<file path="src/rtl/openip_locked_stream_arbiter.sv">
// N-to-1 packet stream arbiter that locks the selected source until its last beat completes.
// Define OPENIP_LOCKED_STREAM_ARBITER_RR_EN for round-robin fairness; default is fixed priority.
module openip_locked_stream_arbiter #(
  parameter int unsigned N          = 4,
  parameter int unsigned DATA_WIDTH = 32
) (
  input  logic                             clk_i,
  input  logic                             rst_i,
  input  logic [N-1:0]                     in_valid_i,
  output logic [N-1:0]                     in_ready_o,
  input  logic [N-1:0][DATA_WIDTH-1:0]     in_data_i,
  input  logic [N-1:0]                     in_last_i,
  output logic                             out_valid_o,
  input  logic                             out_ready_i,
  output logic [DATA_WIDTH-1:0]            out_data_o,
  output logic                             out_last_o,
  output logic [N-1:0]                     out_grant_o
);

  typedef enum logic [0:0] {StIdle, StLocked} state_e;

  state_e         state_q, state_d;
  logic [N-1:0]   sel_q, sel_d;
  logic [N-1:0]   req;
  logic [N-1:0]   cand;
  logic [N-1:0]   grant;
  logic           valid;
  logic           pkt_done;

`ifdef OPENIP_LOCKED_STREAM_ARBITER_RR_EN
  logic [N-1:0]   mask_q, mask_d;
  logic [N-1:0]   masked;

  // Fall back to the unmasked requests once everyone above the last winner is idle.
  always_comb begin
    masked = in_valid_i & mask_q;
    req    = (|masked) ? masked : in_valid_i;
  end

  always_comb begin
    mask_d = mask_q;
    if (pkt_done) begin
      mask_d = ~(out_grant_o | (out_grant_o - N'(1)));
    end
  end

  always_ff @(posedge clk_i or posedge rst_i) begin
    if (rst_i) begin
      mask_q <= '1;
    end else begin
      mask_q <= mask_d;
    end
  end
`else
  always_comb begin
    req = in_valid_i;
  end
`endif

  // Fixed-priority pick: isolate the lowest set request bit.
  always_comb begin
    cand = req & (~req + N'(1));
  end

  always_comb begin
    grant = '0;
    valid = 1'b0;
    unique case (state_q)
      StIdle: begin
        grant = cand;
        valid = |in_valid_i;
      end
      StLocked: begin
        grant = sel_q;
        valid = |(in_valid_i & sel_q);
      end
      default: begin
        grant = '0;
        valid = 1'b0;
      end
    endcase
    if (rst_i) begin
      grant = '0;
      valid = 1'b0;
    end
  end

  // Grant is suppressed during bubbles so the data/last mux reads back as zero.
  always_comb begin
    out_valid_o = valid;
    out_grant_o = valid ? grant : '0;
    in_ready_o  = out_grant_o & {N{out_ready_i}};
  end

  always_comb begin
    out_data_o = '0;
    out_last_o = 1'b0;
    for (int i = 0; i < N; i++) begin
      out_data_o = out_data_o | (in_data_i[i] & {DATA_WIDTH{out_grant_o[i]}});
      out_last_o = out_last_o | (in_last_i[i] & out_grant_o[i]);
    end
  end

  always_comb begin
    pkt_done = out_valid_o & out_ready_i & out_last_o;
  end

  // Any offered beat that is not a completed single-beat packet takes the lock, so a stalled
  // output never switches source.
  always_comb begin
    state_d = state_q;
    sel_d   = sel_q;
    unique case (state_q)
      StIdle: begin
        if (out_valid_o && !pkt_done) begin
          state_d = StLocked;
          sel_d   = cand;
        end
      end
      StLocked: begin
        if (pkt_done) begin
          state_d = StIdle;
          sel_d   = '0;
        end
      end
      default: begin
        state_d = StIdle;
        sel_d   = '0;
      end
    endcase
  end

  always_ff @(posedge clk_i or posedge rst_i) begin
    if (rst_i) begin
      state_q <= StIdle;
      sel_q   <= '0;
    end else begin
      state_q <= state_d;
      sel_q   <= sel_d;
    end
  end

endmodule
</file>
<file path="config.mk">
export PLATFORM = sky130hd
export DESIGN_NAME = openip_locked_stream_arbiter
export DESIGN_NICKNAME = d
export VERILOG_FILES = /design/src/rtl/openip_locked_stream_arbiter.sv
export SDC_FILE = /design/constraint.sdc
export NUM_CORES = 1
export LEC_CHECK = 0
export ABC_AREA = 0
export BUFFER_PORTS_ARGS = -buffer_cell sky130_fd_sc_hd__clkbuf_2
export CAP_MARGIN = 10
export CELL_PAD_IN_SITES_DETAIL_PLACEMENT = 0
export CELL_PAD_IN_SITES_GLOBAL_PLACEMENT = 2
export CORE_UTILIZATION = 12
export CTS_CLUSTER_DIAMETER = 100
export DETAILED_ROUTE_END_ITERATION = 7
export PLACE_DENSITY = 0.89
export SETUP_SLACK_MARGIN = 0.15
export SLEW_MARGIN = 20
export SYNTH_ARGS = -nofsm -noshare
export SYNTH_HDL_FRONTEND = slang
export SYNTH_SLANG_ARGS = --single-unit
</file>
<file path="constraint.sdc">
create_clock -name clk_i -period 5.9 [get_ports clk_i]
set_input_delay 1.18 -clock clk_i [delete_from_list [all_inputs] [get_ports clk_i]]
set_output_delay 1.18 -clock clk_i [all_outputs]
set_load 0.02 [all_outputs]
</file>
==> flow_metrics.py <==
metrics = {
    "status": {
        "status": "finished clean",
    },
    "worst_setup_path": {
        "worstPathArrival_ps": 3270,
        "rr_startpoint": "state_q",
        "r2r-end": "sel_q[1]",
        "critPathCaptureType": "output pin",
        "cp_data_required_time_ps": 4720,
        "r2r_cells": 6,
        "crit_end": "out_data_o[14]",
        "cp-startpoint": "in_valid_i[0]",
        "critPathLaunchType": "input pin",
        "cp_max_fo": 17,
        "rrSetupSlack_ps": 3180,
        "crit_type": "in -> out",
    },
    "final_layout": {
        "regArea_um2": 125,
        "multi_input_area_um2": 926,
        "nNetsFinal": 485,
        "drive_above_1_share_pct": 57.1,
        "area.growth.synth_to_final_pct": 92.3,
        "num_antenna_cells": 0,
        "fillers": 1041,
        "final_core_util_pct": 23.7,
    },
    "sta": {
        "tightestPinTransition_ps": 831,
        "final.min_clock_period_ps": 4450,
        "setup-tns-final_ps": 0,
        "setup_slack_ps": 1450,
        "fmax_mhz": 225,
        "hold_ws_ps": 608,
        "slew_viol_final": 0,
        "period_share_pct": 75.4,
        "grt_setup_unrepaired": "false",
        "relSlewSlack_pct": 44.4,
        "fin_skew_ps": 2.75,
        "hold_viol": 0,
        "setup_violations": 0,
    },
    "global_routing": {
        "overflow": 0,
        "antenna_found_initial": 0,
        "grt_usage_pct": 11.1,
        "grt_max_degree": 28,
        "grt_pass1_wl_mm": 8.76,
        "grt_pass1_vias": 1872,
    },
    "synth": {
        "yosysSeqAreaShare_pct": 11.0,
        "yosys.area_share.adder_pct": 0,
        "synth_top_cell_area_share_pct": 29.2,
        "yosys_warnings": 0,
        "netlist_instances": 173,
        "ys_types": 33,
        "synth_edf_count": 0,
        "synth_top_family_by_area": "compound AO/OA/AOI/OAI gates",
        "synth_most_common_cell": "nand2_1",
        "synth_area_leaders": "a222oi_1, nand2_1, dfrtp_1",
        "ys.flop_type": "dfrtp_1",
        "synth_compound_area_share_pct": 46.5,
        "ys_top_cells_by_count": "nand2_1, a222oi_1, nor2_1, clkbuf_1",
        "synth-xor-area-share_pct": 0,
        "async_reset_ff_share_pct": 100,
        "synth_simple_gate_area_share_pct": 33.7,
        "synthMuxAreaShare_pct": 0.884,
        "syn-cell-area_mm2": 0.00113,
        "syn_nets": 312,
        "yosys.area.top_type": "a222oi_1",
        "postSynthAreaPerCell_um2": 6.55,
        "synth-seq-cells": 5,
    },
    "clocking": {
        "cts-root-buf": "clkbuf_8",
        "max-clock-path-buffers": 2,
        "clkTransAtPathRegs_ps": 30,
        "cts_tree": "yes",
        "clkSinkCount": 5,
        "numCtsBuffers": 3,
        "clk_latency_ps": 220,
        "htree_levels": 1,
        "cts_resized": 0,
        "ctsHoldBuffers": 0,
        "post_cts_buffers": 0,
    },
    "detailed_routing": {
        "vias": 2095,
        "drt_first_pass_iters": 8,
        "detail-route-antenna-nets": 0,
        "drc": 0,
        "viasPerCell": 4.59,
        "wl_per_cell_um": 13.2,
        "first_iter_violations": 148,
        "drt-total-wl_mm": 6.01,
    },
    "placed_design": {
        "hpwl_mm": 4.78,
        "dp_slack_ps": 1470,
        "port_buffers": 180,
        "routabilityCongestion": 0.779,
    },
    "power": {
        "vdd_ir_drop_max_mv": 0.0587,
        "p_per_area_mw_per_mm2": 140,
        "leakage_nw": 1.29,
    },
    "die": {
        "die_h_um": 99.1,
        "initial_core_util_pct": 12.3,
        "dieArea_mm2": 0.00983,
        "die_width_um": 99.1,
        "rows": 35,
        "io_pins": 181,
        "core_mm2": 0.00920,
    },
    "run": {
        "cap_violations": 0,
    },
    "hold_path": {
        "hold_class": "reg -> reg",
    },
}
per-stage QoR:
stage | area [µm²] | total power, W | std cells
5_1_grt | 2180 | 0.000327 | 456
3_3_place_gp | 2130 | 0.000242 | 452
3_5_place_dp | 2130 | 0.000243 | 452
6_report | 2180 | 0.000305 | 456
4_1_cts | 2180 | 0.000307 | 456
2_1_floorplan | 1130 | 0.000153 | 173
cells by family (layout without fill, tap and decap cells):
| group | after synthesis | after routing |
|---|---|---|
| multiplexers | 1 | 1 |
| flip-flops | 5 | 5 |
| AO/OA/AOI/OAI | 56 | 56 |
| AND/OR/NAND/NOR | 92 | 92 |
| buffers and inverters | 19 | 191 |
worst min-delay path by stage:
stage / startpoint / to / slack [ps] / depth (start not counted)
after floorplan: sel_q[0] / sel_q[0] / 550 / 2
after global placement: sel_q[0] / sel_q[0] / 580 / 2
after detailed placement: sel_q[0] / sel_q[0] / 600 / 2
after CTS: sel_q[0] / sel_q[0] / 610 / 2
after global routing: sel_q[0] / sel_q[0] / 650 / 2
final: sel_q[0] / sel_q[0] / 610 / 2
sequential cells by signal, indices dropped and copies added, names as in the netlist:
register and count:
state_q 1, sel_q 4
worst max-delay path, cell delays in order:
cell and delay, ps:
clkbuf_2 200, nor2_1 90, a21oi_1 180, nand2_1 190, nor2_2 650, buf_4 370
a222oi_1 130, nand2_1 100, clkbuf_2 170
power breakdown:
part	switching, W	leakage, nW	internal (W)
logic	0.000112	1.21	0.0000797
registers	0.00000939	0.0635	0.0000406
clock network	0.0000172	0.0228	0.0000464
total	0.000138	1.29	0.000167
layer usage:
layer,vias to the layer above,global-route usage (%),share of wire [%]
li1,1028,-,-
met1,925,13.1,41
met2,136,20.8,49
met3,6,2.32,9.2
met4,0,2.04,0.97
met5,-,0,0
placed cells by master (no fill, tap or decap), types with 3 or more instances in the layout:
cell,synthesis,routed
nor2_1,9,6
nor2_2,0,3
clkbuf_8,0,3
dfrtp_1,5,5
nand2_1,72,72
a222oi_1,33,33
a21oi_1,5,5
buf_4,3,4
inv_1,3,3
clkbuf_2,0,180
layout make-up:
| class | instances | share of cell area (%) |
|---|---|---|
| clock buffers | 4 | 2.07 |
| inverters | 3 | 0.517 |
| multi-input cells | 149 | 42.5 |
| flip-flops and latches | 5 | 5.75 |
| well taps | 111 | 6.38 |
| repair buffers | 184 | 42.8 |
(Power assumes the default switching activity.)
